$ cat config.mk
export PLATFORM = sky130hd
export DESIGN_NAME = lsu_flat
export DESIGN_NICKNAME = d
export VERILOG_FILES = /design/src/rtl/lsu_pkg.sv /design/src/rtl/lsu_if.sv /design/src/rtl/lsu_align.sv /design/src/rtl/lsu.sv /design/src/flat_wrapper.sv
export SDC_FILE = /design/constraint.sdc
export NUM_CORES = 1
export LEC_CHECK = 0
export CORE_MARGIN = 1
export CORE_UTILIZATION = 42
export CTS_BUF_LIST = sky130_fd_sc_hd__clkbuf_4
export DETAILED_ROUTE_END_ITERATION = 10
export GPL_ROUTABILITY_DRIVEN = 0
export PLACE_DENSITY = 0.95
export SLEW_MARGIN = 20
export SYNTH_ARGS = -nofsm -noshare
export SYNTH_HDL_FRONTEND = slang
export SYNTH_SLANG_ARGS = --single-unit
$ cat constraint.sdc
create_clock -name clk_i -period 4.2 [get_ports clk_i]
set_clock_uncertainty 0.1 [all_clocks]
set_input_delay 0.84 -clock clk_i [delete_from_list [all_inputs] [get_ports clk_i]]
set_output_delay 0.84 -clock clk_i [all_outputs]
set_load 0.02 [all_outputs]
$ cat src/rtl/lsu_pkg.sv
// Shared definitions for the load/store unit: op encodings, FSM states,
// byte-lane geometry and small op-decode helpers.
package lsu_pkg;

    localparam int BYTE_W = 8;
    localparam int LANES  = 4;

    typedef enum logic [3:0] {
        OP_LB  = 4'b0000,
        OP_LH  = 4'b0001,
        OP_LW  = 4'b0010,
        OP_LBU = 4'b0100,
        OP_LHU = 4'b0101,
        OP_SB  = 4'b1000,
        OP_SH  = 4'b1001,
        OP_SW  = 4'b1010
    } op_e;

    typedef enum logic [1:0] {
        ST_IDLE = 2'd0,
        ST_LOAD = 2'd1,
        ST_RESP = 2'd2
    } state_e;

    typedef enum logic [1:0] {
        SZ_B    = 2'd0,
        SZ_H    = 2'd1,
        SZ_W    = 2'd2,
        SZ_NONE = 2'd3
    } size_e;

    function automatic logic op_is_load(input logic [3:0] op);
        case (op)
            OP_LB, OP_LH, OP_LW, OP_LBU, OP_LHU: return 1'b1;
            default:                             return 1'b0;
        endcase
    endfunction

    function automatic logic op_is_store(input logic [3:0] op);
        case (op)
            OP_SB, OP_SH, OP_SW: return 1'b1;
            default:             return 1'b0;
        endcase
    endfunction

    function automatic size_e op_size(input logic [3:0] op);
        case (op)
            OP_LB, OP_LBU, OP_SB: return SZ_B;
            OP_LH, OP_LHU, OP_SH: return SZ_H;
            OP_LW, OP_SW:         return SZ_W;
            default:              return SZ_NONE;
        endcase
    endfunction

endpackage

$ cat src/rtl/lsu_if.sv
// Request, response and data-memory signals of the LSU grouped as one bundle.
interface lsu_if;
    logic        req_valid_i;
    logic        req_ready_o;
    logic [3:0]  req_op_i;
    logic [31:0] req_addr_i;
    logic [31:0] req_wdata_i;
    logic [4:0]  req_rd_i;

    logic        resp_valid_o;
    logic        resp_ready_i;
    logic [31:0] resp_rdata_o;
    logic [4:0]  resp_rd_o;
    logic        resp_we_o;
    logic        resp_misalign_o;

    logic        dmem_ren_o;
    logic        dmem_wen_o;
    logic [31:0] dmem_addr_o;
    logic [31:0] dmem_wdata_o;
    logic [3:0]  dmem_we_mask_o;
    logic [31:0] dmem_rdata_i;

    modport slave (
        input  req_valid_i, req_op_i, req_addr_i, req_wdata_i, req_rd_i,
        input  resp_ready_i, dmem_rdata_i,
        output req_ready_o, resp_valid_o, resp_rdata_o, resp_rd_o, resp_we_o,
        output resp_misalign_o, dmem_ren_o, dmem_wen_o, dmem_addr_o,
        output dmem_wdata_o, dmem_we_mask_o
    );

    modport master (
        output req_valid_i, req_op_i, req_addr_i, req_wdata_i, req_rd_i,
        output resp_ready_i, dmem_rdata_i,
        input  req_ready_o, resp_valid_o, resp_rdata_o, resp_rd_o, resp_we_o,
        input  resp_misalign_o, dmem_ren_o, dmem_wen_o, dmem_addr_o,
        input  dmem_wdata_o, dmem_we_mask_o
    );
endinterface

$ cat src/rtl/lsu_align.sv
// Combinational byte-lane logic: store replication/mask and load extraction
// with sign or zero extension.
module lsu_align
    import lsu_pkg::*;
(
    input  logic [3:0]       i_st_op,
    input  logic [1:0]       i_st_lo,
    input  logic [31:0]      i_st_data,
    output logic [31:0]      o_st_data,
    output logic [LANES-1:0] o_st_mask,
    input  logic [3:0]       i_ld_op,
    input  logic [1:0]       i_ld_lo,
    input  logic [31:0]      i_ld_data,
    output logic [31:0]      o_ld_data
);

    logic [BYTE_W-1:0]   w_byte;
    logic [2*BYTE_W-1:0] w_half;

    assign w_byte = i_ld_data[{i_ld_lo, 3'b000} +: BYTE_W];
    assign w_half = i_ld_data[{i_ld_lo[1], 4'b0000} +: 2*BYTE_W];

    // Store data replicated across lanes, mask selects the written lanes
    always_comb begin
        o_st_data = 32'h0000_0000;
        o_st_mask = 4'b0000;
        case (i_st_op)
            OP_SB: begin
                o_st_data = {4{i_st_data[7:0]}};
                o_st_mask = 4'b0001 << i_st_lo;
            end
            OP_SH: begin
                o_st_data = {2{i_st_data[15:0]}};
                o_st_mask = 4'b0011 << {i_st_lo[1], 1'b0};
            end
            OP_SW: begin
                o_st_data = i_st_data;
                o_st_mask = 4'b1111;
            end
            default: begin
                o_st_data = 32'h0000_0000;
                o_st_mask = 4'b0000;
            end
        endcase
    end

    // Load result taken from the addressed lane and extended to 32 bits
    always_comb begin
        o_ld_data = 32'h0000_0000;
        case (i_ld_op)
            OP_LB:   o_ld_data = {{24{w_byte[7]}}, w_byte};
            OP_LBU:  o_ld_data = {24'h00_0000, w_byte};
            OP_LH:   o_ld_data = {{16{w_half[15]}}, w_half};
            OP_LHU:  o_ld_data = {16'h0000, w_half};
            OP_LW:   o_ld_data = i_ld_data;
            default: o_ld_data = 32'h0000_0000;
        endcase
    end

endmodule

$ cat src/rtl/lsu.sv
// Single-outstanding load/store unit: accepts one request, strobes data
// memory in the accept cycle and returns a registered response.
module lsu
    import lsu_pkg::*;
#(
    parameter bit MISALIGN_CHK = 1'b1
) (
    input  logic   clk_i,
    input  logic   rst_i,
    lsu_if.slave   bus
);

    state_e      r_state, w_next;
    logic [3:0]  r_op;
    logic [1:0]  r_lo;
    logic [4:0]  r_rd;
    logic        r_resp_valid, r_resp_we, r_resp_mis;
    logic [31:0] r_resp_rdata;
    logic [4:0]  r_resp_rd;

    size_e       w_size;
    logic [1:0]  w_lo;
    logic        w_mis, w_ready, w_accept, w_go_load, w_wen;
    logic [31:0] w_st_data, w_ld_data;
    logic [3:0]  w_st_mask;

    // Alignment check, or forced low address bits when checking is disabled
    always_comb begin
        w_size = op_size(bus.req_op_i);
        w_lo   = bus.req_addr_i[1:0];
        w_mis  = 1'b0;
        if (MISALIGN_CHK) begin
            w_mis = ((w_size == SZ_H) && bus.req_addr_i[0]) ||
                    ((w_size == SZ_W) && (bus.req_addr_i[1:0] != 2'b00));
        end else begin
            case (w_size)
                SZ_H:    w_lo = {bus.req_addr_i[1], 1'b0};
                SZ_W:    w_lo = 2'b00;
                default: w_lo = bus.req_addr_i[1:0];
            endcase
        end
    end

    assign w_ready   = (r_state == ST_IDLE) && !rst_i;
    assign w_accept  = bus.req_valid_i && w_ready;
    assign w_go_load = w_accept && op_is_load(bus.req_op_i) && !w_mis;
    assign w_wen     = w_accept && op_is_store(bus.req_op_i) && !w_mis;

    assign bus.req_ready_o    = w_ready;
    assign bus.dmem_ren_o     = w_go_load;
    assign bus.dmem_wen_o     = w_wen;
    assign bus.dmem_addr_o    = w_accept ? {bus.req_addr_i[31:2], 2'b00} : 32'h0000_0000;
    assign bus.dmem_wdata_o   = w_wen ? w_st_data : 32'h0000_0000;
    assign bus.dmem_we_mask_o = w_wen ? w_st_mask : 4'b0000;

    lsu_align u_align (
        .i_st_op   (bus.req_op_i),
        .i_st_lo   (w_lo),
        .i_st_data (bus.req_wdata_i),
        .o_st_data (w_st_data),
        .o_st_mask (w_st_mask),
        .i_ld_op   (r_op),
        .i_ld_lo   (r_lo),
        .i_ld_data (bus.dmem_rdata_i),
        .o_ld_data (w_ld_data)
    );

    // Next-state decode
    always_comb begin
        w_next = r_state;
        case (r_state)
            ST_IDLE: begin
                if (w_accept) begin
                    if (w_go_load) w_next = ST_LOAD;
                    else           w_next = ST_RESP;
                end else begin
                    w_next = ST_IDLE;
                end
            end
            ST_LOAD: w_next = ST_RESP;
            ST_RESP: begin
                if (bus.resp_ready_i) w_next = ST_IDLE;
                else                  w_next = ST_RESP;
            end
            default: w_next = ST_IDLE;
        endcase
    end

    // State, captured request fields and response registers
    always_ff @(posedge clk_i) begin
        if (rst_i) begin
            r_state      <= ST_IDLE;
            r_op         <= 4'b0000;
            r_lo         <= 2'b00;
            r_rd         <= 5'd0;
            r_resp_valid <= 1'b0;
            r_resp_we    <= 1'b0;
            r_resp_mis   <= 1'b0;
            r_resp_rdata <= 32'h0000_0000;
            r_resp_rd    <= 5'd0;
        end else begin
            r_state <= w_next;
            if (w_accept) begin
                r_op <= bus.req_op_i;
                r_lo <= w_lo;
                r_rd <= bus.req_rd_i;
            end
            case (r_state)
                ST_IDLE: begin
                    if (w_accept && !w_go_load) begin
                        r_resp_valid <= 1'b1;
                        r_resp_we    <= 1'b0;
                        r_resp_mis   <= w_mis;
                        r_resp_rdata <= 32'h0000_0000;
                        r_resp_rd    <= bus.req_rd_i;
                    end
                end
                ST_LOAD: begin
                    r_resp_valid <= 1'b1;
                    r_resp_we    <= (r_rd != 5'd0);
                    r_resp_mis   <= 1'b0;
                    r_resp_rdata <= w_ld_data;
                    r_resp_rd    <= r_rd;
                end
                ST_RESP: begin
                    if (bus.resp_ready_i) begin
                        r_resp_valid <= 1'b0;
                        r_resp_we    <= 1'b0;
                        r_resp_mis   <= 1'b0;
                        r_resp_rdata <= 32'h0000_0000;
                        r_resp_rd    <= 5'd0;
                    end
                end
                default: ;
            endcase
        end
    end

    // Outputs forced low during the reset cycle itself
    assign bus.resp_valid_o    = r_resp_valid && !rst_i;
    assign bus.resp_we_o       = r_resp_we && !rst_i;
    assign bus.resp_misalign_o = r_resp_mis && !rst_i;
    assign bus.resp_rdata_o    = rst_i ? 32'h0000_0000 : r_resp_rdata;
    assign bus.resp_rd_o       = rst_i ? 5'd0 : r_resp_rd;

endmodule

$ cat src/flat_wrapper.sv
// flat-port wrapper written by rule: the top's interface ports become plain ports
module lsu_flat import lsu_pkg::*;
#(
    parameter bit MISALIGN_CHK = 1'b1
)
  (clk_i, rst_i, bus_req_valid_i, bus_req_op_i, bus_req_addr_i, bus_req_wdata_i, bus_req_rd_i, bus_resp_ready_i, bus_dmem_rdata_i, bus_req_ready_o, bus_resp_valid_o, bus_resp_rdata_o, bus_resp_rd_o, bus_resp_we_o, bus_resp_misalign_o, bus_dmem_ren_o, bus_dmem_wen_o, bus_dmem_addr_o, bus_dmem_wdata_o, bus_dmem_we_mask_o);
  lsu_if bus_i ();
  input  logic clk_i;
  input  logic rst_i;
  input wire logic [$bits(bus_i.req_valid_i)-1:0] bus_req_valid_i;
  input wire logic [$bits(bus_i.req_op_i)-1:0] bus_req_op_i;
  input wire logic [$bits(bus_i.req_addr_i)-1:0] bus_req_addr_i;
  input wire logic [$bits(bus_i.req_wdata_i)-1:0] bus_req_wdata_i;
  input wire logic [$bits(bus_i.req_rd_i)-1:0] bus_req_rd_i;
  input wire logic [$bits(bus_i.resp_ready_i)-1:0] bus_resp_ready_i;
  input wire logic [$bits(bus_i.dmem_rdata_i)-1:0] bus_dmem_rdata_i;
  output wire logic [$bits(bus_i.req_ready_o)-1:0] bus_req_ready_o;
  output wire logic [$bits(bus_i.resp_valid_o)-1:0] bus_resp_valid_o;
  output wire logic [$bits(bus_i.resp_rdata_o)-1:0] bus_resp_rdata_o;
  output wire logic [$bits(bus_i.resp_rd_o)-1:0] bus_resp_rd_o;
  output wire logic [$bits(bus_i.resp_we_o)-1:0] bus_resp_we_o;
  output wire logic [$bits(bus_i.resp_misalign_o)-1:0] bus_resp_misalign_o;
  output wire logic [$bits(bus_i.dmem_ren_o)-1:0] bus_dmem_ren_o;
  output wire logic [$bits(bus_i.dmem_wen_o)-1:0] bus_dmem_wen_o;
  output wire logic [$bits(bus_i.dmem_addr_o)-1:0] bus_dmem_addr_o;
  output wire logic [$bits(bus_i.dmem_wdata_o)-1:0] bus_dmem_wdata_o;
  output wire logic [$bits(bus_i.dmem_we_mask_o)-1:0] bus_dmem_we_mask_o;
  assign bus_i.req_valid_i = bus_req_valid_i;
  assign bus_i.req_op_i = bus_req_op_i;
  assign bus_i.req_addr_i = bus_req_addr_i;
  assign bus_i.req_wdata_i = bus_req_wdata_i;
  assign bus_i.req_rd_i = bus_req_rd_i;
  assign bus_i.resp_ready_i = bus_resp_ready_i;
  assign bus_i.dmem_rdata_i = bus_dmem_rdata_i;
  assign bus_req_ready_o = bus_i.req_ready_o;
  assign bus_resp_valid_o = bus_i.resp_valid_o;
  assign bus_resp_rdata_o = bus_i.resp_rdata_o;
  assign bus_resp_rd_o = bus_i.resp_rd_o;
  assign bus_resp_we_o = bus_i.resp_we_o;
  assign bus_resp_misalign_o = bus_i.resp_misalign_o;
  assign bus_dmem_ren_o = bus_i.dmem_ren_o;
  assign bus_dmem_wen_o = bus_i.dmem_wen_o;
  assign bus_dmem_addr_o = bus_i.dmem_addr_o;
  assign bus_dmem_wdata_o = bus_i.dmem_wdata_o;
  assign bus_dmem_we_mask_o = bus_i.dmem_we_mask_o;
  lsu #(.MISALIGN_CHK(MISALIGN_CHK)) u_core (.clk_i(clk_i), .rst_i(rst_i), .bus(bus_i));
endmodule
Word level (Yosys, flattened, before mapping):

Memories as Yosys holds them, arrays and structs flattened.
Index checks and enable logic that the tools add are counted.

* latch bits: 0
* ROM bits: 32
* memories kept: 1
* flip-flop bits (word level): 53
* memory bits (writable): 0
* output and inout port bits: 111
* word-level logic and storage cells: 83
* input bits: 109

* equality and inequality tests: 17
* multiply operators: 0
* $lt $le $gt $ge: 0
* shift operators: 4
* bitwise operators: 0
* div/mod/pow operators: 0
* multiplexer cells: 27
* add/sub/neg operators: 0
* reductions and logical operators: 25

Memories
* (no name shown): words 16, bits a word 2, rd ports 1, clocked after memory_dff 0, write ports 0, line lsu_pkg.sv:47 `case (op)`

Operators with widths (count)
* 32-bit case mux with 3 select lines: 2
* 32-bit 2-to-1 mux: 5
* 32-bit case mux with 5 select lines: 1
* 32-bit by 6-bit indexed part select with 16-bit output: 1
* 32-bit by 6-bit indexed part select with 8-bit output: 1
* 4-bit by 3-bit equality test with 1-bit output (second input constant): 4
* 5-bit 2-to-1 mux: 3
* 5-bit case mux with 3 select lines: 1
* 4-bit equality test (second input constant): 3
* 1-bit logical AND: 12
* 4-bit case mux with 3 select lines: 1
* 1-bit case mux with 3 select lines: 3
* 4-bit by 1-bit equality test with 1-bit output (second input constant): 2
* 4-bit by 2-bit equality test with 1-bit output (second input constant): 2
* 4-bit logical NOT: 2
* 1-bit 2-to-1 mux: 6
* 2-bit 2-to-1 mux: 3
* 2-bit case mux with 3 select lines: 1
* 5-bit nonzero test: 1
* 5-bit OR reduction: 1
* 2-bit by 1-bit equality test with 1-bit output (second input constant): 2
* 2-bit equality test (second input constant): 2
* 4-bit 2-to-1 mux: 1
* 2-bit != test (second input constant): 2
* other kinds (9): 11

Longest topological paths before layout:

Gate-level depths: netlist of the first run.
An unclocked memory read counts as a cell.

* word-level depth: 10
* gate-level depth with buffers: 9
* depth with buffers taken out: 8

Hierarchy:

From an unflattened synthesis of the first run, not the netlist that was laid out.

* cell total of the unflattened synthesis: 552
* area total of the unflattened synthesis: 4395.5 um2

By module, submodules not included
* lsu: cells each 342, times used 1, area each 3118.0 um2
* lsu_align: cells each 210, times used 1, area each 1277.5 um2

Worst setup path after synthesis of the first run:

No wires, ideal clock.

* path kind: input port to output port
* from: input rst_i
* to: output bus_dmem_wdata_o[12]
* data arrival time: 2.371 ns
* stages: 8
* data required time: 3.260 ns
* path slack: 0.889 ns
* buffers on the path: 3
* path through: clkbuf_1 -> nor2b_1 -> and2_1 -> o211ai_1 -> a21o_1 -> buf_2 -> buf_2 -> nor2_1

* cells in the longest elaborated chain, start to end: 6

RTL lines
* start: declaration: line flat_wrapper.sv:9 `input logic rst_i;`
* 1-bit logical NOT: line lsu.sv:44 `assign w_ready = (r_state == ST_IDLE) && !rst_i;`
* 1-bit logical AND: line lsu.sv:44
* 1-bit logical AND: line lsu.sv:45 `assign w_accept = bus.req_valid_i && w_ready;`
* 1-bit logical AND (2 in series): line lsu.sv:47 `assign w_wen = w_accept && op_is_store(bus.req_op_i) && !w_mis;`
* 32-bit 2-to-1 mux: line lsu.sv:53 `assign bus.dmem_wdata_o = w_wen ? w_st_data : 32'h0000_0000;`
* end: declaration: line flat_wrapper.sv:26 `output wire logic [$bits(bus_i.dmem_wdata_o)-1:0] bus_dmem_wdata_o;`

Every way passes these cells.

Worst setup path after layout of the first run:

* from: input bus_req_op_i[0]
* to: output bus_dmem_wdata_o[2]

* cells in the longest elaborated chain, start to end: 7
* elaborated cells on any way between the ends: 16

RTL lines
* start: declaration: line flat_wrapper.sv:11 `input wire logic [$bits(bus_i.req_op_i)-1:0] bus_req_op_i;`
* memory read 16 x 2 bit
* 2-bit by 1-bit equality test with 1-bit output or 2-bit equality test (tied branches): line lsu.sv:33, lsu.sv:34
* 1-bit logical AND, on equally long branches: line lsu.sv:33, lsu.sv:34
* 1-bit logical OR: line lsu.sv:33 `w_mis = ((w_size == SZ_H) && bus.req_addr_i[0]) ||`
* 1-bit logical NOT: line lsu.sv:47
* 1-bit logical AND: line lsu.sv:47
* 32-bit 2-to-1 mux *: line lsu.sv:53

Every way passes the cells marked *; elsewhere a longest branch is shown, timed or not.

==> flow_metrics.tcl, run 1 <==
set metrics [dict create \
    critical_path.cell_chain "clkdlybuf4s50_1 -> nor2_1 -> a22oi_1 -> o211ai_1 -> a21o_1 -> inv_2 -> and2_1 -> clkdlybuf4s50_1" \
    clk_path_buf_depth 2 \
    end_kind "output port" \
    ys_dominant_reg_cell "dfxtp_1" \
    status "completed" \
    seq_area_frac_synth_pct 29.0 \
    cts.sinks 53 \
    critical_path.most_common_cell "clkdlybuf4s50_1" \
    cts_tree "built" \
    synth-compound-area-share_pct 29.2 \
    critical-path-slowest-cell "clkdlybuf4s50_1" \
    tightest_slew_ns 0.937 \
    synth_edf_count 0 \
    max_freq_mhz 246 \
    setup-tns-final_ns 0 \
    grt_first_pass_wirelength_um 20800 \
    worst_setup_path_start_kind "input port" \
    slew_headroom_pct 37.4 \
    start_util_pct 43.9 \
    drc 0 \
    vias 4647 \
    ys_ff_latch 53 \
    path_depth 8 \
    drtPass1Iterations 7 \
    grt_pass1_vias 4381 \
    fillers 626 \
    layout-drive-gt1-share_pct 6.42 \
    grt_antenna_before_repair 0 \
    yosysUniqueCellTypes 49 \
    grtUsageMet3_pct 6.22 \
    max-vdd-ir-drop_uv 125 \
    synthMuxAreaShare_pct 2.77 \
    total_leakage_power_nw 2.30 \
    synthCells 499 \
    seq_area_um2 1060 \
    totalPowerFinal_mw 1.20 \
    ant_nets 0 \
    regToRegStartpoint "u_core.r_state[0]" \
    worstSkewPairLatency_ns 0.38 \
    synth_area_per_cell_um2 7.34 \
    fin_crit_ns 4.06 \
    netlist_area_um2 3660 \
    h-tree-depth 2 \
    drv_slew 0 \
    post-dp-hpwl_um 10300 \
    critPathMaxStageDelay_ns 0.60 \
    first_iter_violations 311 \
    cts_buffers 5 \
    async_flop_share_pct 0 \
    synth_top_family_by_area "simple AND/OR/NAND/NOR gates" \
    clockRootBuffer "clkbuf_4" \
    startpoint "bus_req_op_i[0]" \
    worstReg2RegEnd "u_core.r_resp_rdata[20]" \
    grt_use_met2_pct 50.2 \
    cp_max_fo 10 \
    grt_max_degree 56 \
    grt_overflow 0 \
    min_period_over_period_pct 96.6 \
    wl_per_cell_um 17.0 \
    path_delay_family "buffers and inverters" \
    crit_buf_inv 3 \
    finalHoldViolCount 0 \
    critPathArrivalTime_ns 3.12 \
    num_io_pins 220 \
    diodes 0 \
    p_per_area_nw_per_um2 201 \
    portBuffers 217 \
    coreArea_um2 8340 \
    rrSetupSlack_ns 1.28 \
    rows 33 \
    synthSimpleGateAreaFrac_pct 30.4 \
    min_path_type "flip-flop to flip-flop" \
    endpoint "bus_dmem_wdata_o[2]" \
    crit_type "input port to output port" \
    crit_required_ns 3.26 \
    wl_um 13700 \
    viasPerCell 5.77 \
    met1_usage_pct 33.5 \
    synthAdderAreaFrac_pct 1.37 \
    num-nets-final 813 \
    finalSetupViolCount 0 \
    die_w_um 95.4 \
    r2r.worst_path.cells 8 \
    ys_warn_count 0 \
    synth_xor_area_share_pct 0 \
    die_h_um 95.4 \
    clk_pin_slew_ns 0.15 \
    syn2layout_area_growth_pct 62.8 \
    multi_input_area_um2 2340 \
    rsz0062_at_grt "false" \
    busiest_layer "met2" \
    maxCapViolCount 0 \
    cts_hold_buf 0 \
    grt_use_total_pct 28.8 \
    dieArea_um2 9100 \
    min_from "u_core.r_rd[2]" \
]
[worst reg2reg max path, cell delays in order, from the launching register on]
cell and delay, ns:
dfxtp_1 0.42, inv_1 0.09, ha_1 0.55, nand2b_1 0.12
a21o_1 0.19, buf_4 0.23, nor2_4 0.35, nand4_4 0.44
o21ai_0 0.35
[sequential cells by signal, indices dropped and copies added, names as in the netlist]
name,count
u_core.r_state,2
u_core.r_rd,5
u_core.r_resp_valid,1
u_core.r_resp_rdata,32
u_core.r_op,4
u_core.r_lo,2
u_core.r_resp_rd,5
u_core.r_resp_mis,1
u_core.r_resp_we,1
[per-layer routing]
metal,vias to the layer above,part of all wire [%]
met4,0,4.1
met3,53,9.2
met2,278,50
li1,2176,-
met5,-,0
met1,2140,37
[stage by stage]
step / hold slack [ns] / util (%) / std cells / instance area [µm²] / worst slack, ns
floorplan: 0.344 / - / 500 / 3670 / 0.889
global placement: 0.354 / 70.6 / 797 / 5890 / 0.229
detailed placement: 0.364 / 70.6 / 797 / 5890 / 0.0953
CTS: 0.383 / 71.3 / 805 / 5950 / 0.0784
global route: 0.405 / 71.5 / 806 / 5960 / 0.0125
finish: 0.383 / 71.5 / 806 / 5960 / 0.143
[repair_timing]
item	CTS	global route
setup buffers	0	1
resized for setup	0	4
endpoints found under the setup margin	0	21
[worst min-delay path by stage]
stage,end,slack [ns],cells past startpoint
floorplan,u_core.r_rd[3],0.34,2
global placement,u_core.r_rd[1],0.35,2
detailed placement,u_core.r_rd[2],0.36,2
CTS,u_core.r_rd[2],0.38,2
global route,u_core.r_rd[2],0.40,2
finish,u_core.r_rd[2],0.38,2
[synth_stat cells (8+ instances only)]
master / n / area [µm²]
nand2_1: 24 / 90.1
nor2_1: 48 / 180
o21ai_0: 72 / 360
nor2b_1: 44 / 275
and3_1: 32 / 200
and2_1: 10 / 62.6
mux2i_1: 9 / 90.1
a22o_1: 9 / 78.8
a22oi_1: 9 / 67.6
clkbuf_1: 26 / 97.6
a21oi_1: 39 / 195
dfxtp_1: 53 / 1060
nand3_1: 29 / 145
inv_1: 8 / 30.0
[cell usage in the layout (no fill, tap or decap), types with 2 or more instances in the layout]
cell / n
a21o_1: 3
a21oi_1: 39
a221oi_1: 7
a22o_1: 9
a22oi_1: 9
a311oi_2: 5
a31oi_1: 7
and2_1: 10
and3_1: 32
buf_4: 21
clkbuf_4: 6
clkdlybuf4s50_1: 212
clkinv_2: 2
conb_1: 2
dfxtp_1: 53
dlymetal6s2s_1: 4
ha_1: 4
inv_1: 8
mux2i_1: 9
nand2_1: 24
nand2b_1: 7
nand3_1: 29
nor2_1: 48
nor2b_1: 44
nor3_1: 3
o211ai_1: 2
o21ai_0: 72
o21ai_1: 6
o31ai_1: 3
or3_1: 2
[report_power, final]
part | switching, mW | total, mW | internal (mW) | leakage [nW]
clock network | 0.160 | 0.231 | 0.0707 | 0.0354
registers | 0.0160 | 0.534 | 0.518 | 0.430
logic | 0.221 | 0.432 | 0.211 | 1.83
[cells by family (layout without fill, tap and decap cells)]
family / Yosys count / after routing
fa+ha+maj: 4 / 4
simple gates: 207 / 207
flops: 53 / 53
mux: 10 / 10
other cells: 1 / 2
compound gates: 169 / 169
buf+inv: 55 / 256
[cell type report]
| class | count | share of cell area, % |
|---|---|---|
| multi-input combinational | 392 | 39.3 |
| clock inverter | 2 | 0.168 |
| tap | 105 | 2.20 |
| clock buffer | 6 | 0.755 |
| timing repair buffer | 238 | 39.2 |
| inverter | 10 | 0.629 |
| sequential | 53 | 17.8 |
Power figures use the tool's default switching activity.
==> inputs of run 2 (changes only) <==
--- a/config.mk
+++ b/config.mk
@@ -6,11 +6,11 @@
 export NUM_CORES = 1
 export LEC_CHECK = 0
 export CORE_MARGIN = 1
-export CORE_UTILIZATION = 42
+export CORE_UTILIZATION = 30
 export CTS_BUF_LIST = sky130_fd_sc_hd__clkbuf_4
 export DETAILED_ROUTE_END_ITERATION = 10
 export GPL_ROUTABILITY_DRIVEN = 0
-export PLACE_DENSITY = 0.95
+export PLACE_DENSITY = 0.74
 export SLEW_MARGIN = 20
 export SYNTH_ARGS = -nofsm -noshare
 export SYNTH_HDL_FRONTEND = slang
==> run 2 against run 1 <==
- cell count up 4.7%
- setup slack better by 0.044 ns
- combinational power about the same
- via count down 4.5%
- register-to-register slack better by 0.08 ns
- maximum frequency up 1.1%
- die area up 39%
- non-clock buffer count unchanged
- critical path type unchanged
- largest cell class unchanged
==> flow_metrics.tcl, run 2 (synthesis gave the netlist of run 1 again) <==
set metrics [dict create \
    vias 4436 \
    critPathArrivalTime_ns 3.07 \
    reg_top3 "u_core.r_resp_rdata x32, u_core.r_rd x5, u_core.r_resp_rd x5" \
    layout_common_cells "clkdlybuf4s50_1, o21ai_0, dfxtp_1, nor2_1, nor2b_1" \
    p_clk_share_pct 19.7 \
    drtPass1Iterations 5 \
    grt_pass1_vias 4358 \
    first_iter_violations 309 \
    p_sw_mw 0.393 \
    crit_required_ns 3.26 \
    rrSetupSlack_ns 1.36 \
    worstSkewPairLatency_ns 0.37 \
    final_cell_count_no_fill 844 \
    dieArea_um2 12700 \
    die_w_um 112 \
    endpoint "bus_dmem_wdata_o[2]" \
    largest_reg_flops 32 \
    worstReg2RegEnd "u_core.r_resp_rdata[13]" \
    clk_path_buf_depth 2 \
    drc 0 \
    wl_um 13200 \
    slew_headroom_pct 37.9 \
    min_path_type "flip-flop to flip-flop" \
    diodes 0 \
    grt_use_total_pct 20.4 \
    drv_slew 0 \
    cts_tree "built" \
    power.internal_mw 0.809 \
    cts_buffers 5 \
    ant_nets 0 \
    fin_crit_ns 4.01 \
    min_period_over_period_pct 95.5 \
    layout-drive-gt1-share_pct 6.42 \
    comb_power_share_pct 35.8 \
    die_h_um 112 \
    start_util_pct 31.4 \
    grt_max_degree 56 \
    total_leakage_power_nw 2.22 \
    placed_cells 836 \
    regToRegStartpoint "u_core.r_state[1]" \
    setup-tns-final_ns 0 \
    post_cts_buffers 0 \
    maxCapViolCount 0 \
    rsz0062_at_grt "false" \
    worst_setup_path_start_kind "input port" \
    end_kind "output port" \
    seqPwrFrac_pct 44.4 \
    portBuffers 217 \
    grt_antenna_before_repair 0 \
    grt_first_pass_wirelength_um 21100 \
    max-vdd-ir-drop_uv 125 \
    clockRootBuffer "clkbuf_4" \
    netSwitchingFraction_pct 32.7 \
    coreArea_um2 11700 \
    finalSetupViolCount 0 \
    h-tree-depth 2 \
    syn2layout_area_growth_pct 64.0 \
    p_per_area_nw_per_um2 200 \
    cts_resized 0 \
    top_register "u_core.r_resp_rdata" \
    clk_pin_slew_ns 0.14 \
    num_io_pins 220 \
    rows 39 \
    startpoint "bus_req_op_i[0]" \
    wl_per_cell_um 15.7 \
    finalHoldViolCount 0 \
    status "completed" \
    tightest_slew_ns 0.931 \
    cp_max_fo 12 \
    max_freq_mhz 249 \
    cts.sinks 53 \
    viasPerCell 5.26 \
    num-nets-final 813 \
    cts_hold_buf 0 \
    r2r.worst_path.cells 8 \
    post-dp-hpwl_um 10100 \
    final_common_cell "clkdlybuf4s50_1" \
    crit_type "input port to output port" \
    grt_overflow 0 \
]
[run 2: cell types whose count changed in the layout (fill, tap and decap cells not counted)]
cell             before  now
clkbuf_4              6    7
clkdlybuf4s50_1     212  216
clkinv_2              2    0
clkinvlp_4            0    1
dlymetal6s2s_1        4    0
[run 2: worst min path at each step]
stage,cells past startpoint,slack (ns),from,end
6_report,2,0.38,u_core.r_resp_we,u_core.r_resp_we
5_1_grt,2,0.43,u_core.r_rd[3],u_core.r_rd[3]
4_1_cts,2,0.38,u_core.r_resp_we,u_core.r_resp_we
3_5_place_dp,2,0.37,u_core.r_resp_we,u_core.r_resp_we
3_3_place_gp,2,0.36,u_core.r_rd[1],u_core.r_rd[1]
2_1_floorplan,2,0.34,u_core.r_rd[3],u_core.r_rd[3]
[run 2: layout make-up]
cell class                      count  area (µm²)
Inverter                           10        37.5
Clock inverter                      1        7.51
Sequential cell                    53        1060
Fill cell                        1099        5660
Clock buffer                        7        52.6
Multi-Input combinational cell    392        2340
Timing Repair Buffer              238        2320
Tap cell                          143         179
[run 2: critical path: stages]
cell             delay (ns)
clkdlybuf4s50_1        0.45
nor2_1                 0.15
buf_4                  0.14
nand3_1                0.09
o211ai_1               0.14
a21o_1                 0.37
inv_2                  0.15
and2_1                 0.19
clkdlybuf4s50_1        0.53
[run 2: power groups by stage]
stage | Clock [mW] | Combinational [mW] | Sequential (mW)
2_1_floorplan | 0 | 0.227 | 0.536
3_3_place_gp | 0 | 0.422 | 0.544
3_5_place_dp | 0 | 0.428 | 0.545
4_1_cts | 0.246 | 0.430 | 0.534
5_1_grt | 0.268 | 0.467 | 0.537
6_report | 0.237 | 0.431 | 0.534
[run 2: metrics by stage]
stage          power [mW]  area (µm²)  hold WS, ns  setup slack, ns  utilization (%)
6_report             1.20        6010        0.380            0.187             51.5
5_1_grt              1.27        6010        0.432           0.0150             51.5
4_1_cts              1.21        6010        0.384            0.190             51.5
3_5_place_dp        0.972        5950        0.365            0.209             51.0
3_3_place_gp        0.966        5950        0.359            0.253             51.0
2_1_floorplan       0.763        3670        0.344            0.889                -
[run 2: routing by layer]
| metal | share of wire (%) | vias to the layer above | global-route usage [%] |
|---|---|---|---|
| met5 | 0 | - | 0 |
| met3 | 7.1 | 27 | 3.83 |
| li1 | - | 2172 | - |
| met4 | 2.9 | 0 | 7.64 |
| met1 | 41 | 2017 | 24.8 |
| met2 | 49 | 220 | 35.5 |
==> variant: new RTL, flow settings as in run 1 <==
`MISALIGN_CHK` is set to 1'b1 in 2 places; all go to 1'b0.
--- a/src/rtl/lsu.sv
+++ b/src/rtl/lsu.sv
@@ -5,3 +5,3 @@
 #(
-    parameter bit MISALIGN_CHK = 1'b1
+    parameter bit MISALIGN_CHK = 1'b0
 ) (
--- a/src/flat_wrapper.sv
+++ b/src/flat_wrapper.sv
@@ -3,3 +3,3 @@
 #(
-    parameter bit MISALIGN_CHK = 1'b1
+    parameter bit MISALIGN_CHK = 1'b0
 )
Check against the original RTL: not equivalent (a bounded check fails within 4 cycles, from zero or initial values and one cycle with rst_i high).
==> variant against run 1 <==
Via count is 5.7% lower; utilization is 0.058 points lower; largest power group unchanged; synthesized area is 2.0% lower; routed wire length is 3.3% lower; design area is 1.1% lower; setup slack better by 9.7 ps; first-iteration DRC count is 20% lower; sequential cell count is 1 lower; power is 1.7% lower.
==> variant: results <==
set metrics [dict create \
    port_buffers 216 \
    synthMuxAreaShare 0.0370 \
    seq_power_uw 525 \
    hpwl_um 10300 \
    cellLeakagePower_uw 0.00206 \
    grt_max_degree 51 \
    firstDrtPassIters 5 \
    status "finished, final reports clean" \
    critPathLaunch "bus_req_op_i[3]" \
    ys_ff_latch 52 \
    final_nets 801 \
    nNonClkBuffers 233 \
    drt-initial-drc-count 248 \
    dp_slack_ps 212 \
    track_usage 0.286 \
    endpoint "bus_dmem_wdata_o[5]" \
    dpl_cell_area_um2 5840 \
    yosysMostFrequentCell "dfxtp_1" \
    reg2reg_to "u_core.r_resp_rdata[17]$_SDFFE_PP0P_" \
    clock_area_frac 0.00997 \
    final_layout_size_suffix_gt1_frac 0.0858 \
    synthXorXnorAreaFrac 0.00244 \
    synthAdderAreaFrac 0.0174 \
    synthDistinctLibCells 47 \
    wl_per_cell_um 16.7 \
    seq_share 0.176 \
]
-- variant: cell types whose count changed in the layout (fill, tap and decap cells not counted), moves of 6 or more --
| cell | run 1 | this run |
|---|---|---|
| mux2_2 | 1 | 10 |
| o21ai_2 | 0 | 16 |
| and3_1 | 32 | 1 |
| a21oi_1 | 39 | 29 |
| o21ai_0 | 72 | 31 |
| nand2b_1 | 7 | 37 |
| mux2i_1 | 9 | 2 |
| nand2_1 | 24 | 33 |
| and2_1 | 10 | 38 |
| a22o_1 | 9 | 1 |
| nand3_1 | 29 | 23 |
| a22oi_1 | 9 | 25 |
-- variant: metrics by stage --
stage / util / std cells
floorplan: - / 485
global placement: 0.707 / 785
detailed placement: 0.707 / 785
CTS: 0.714 / 793
global route: 0.714 / 793
finish: 0.714 / 793
-- variant: per-layer routing --
| layer | share of wire | vias to the layer above |
|---|---|---|
| met4 | 0.030 | 0 |
| met5 | 0 | - |
| li1 | - | 2075 |
| met1 | 0.38 | 2019 |
| met2 | 0.51 | 251 |
| met3 | 0.089 | 39 |
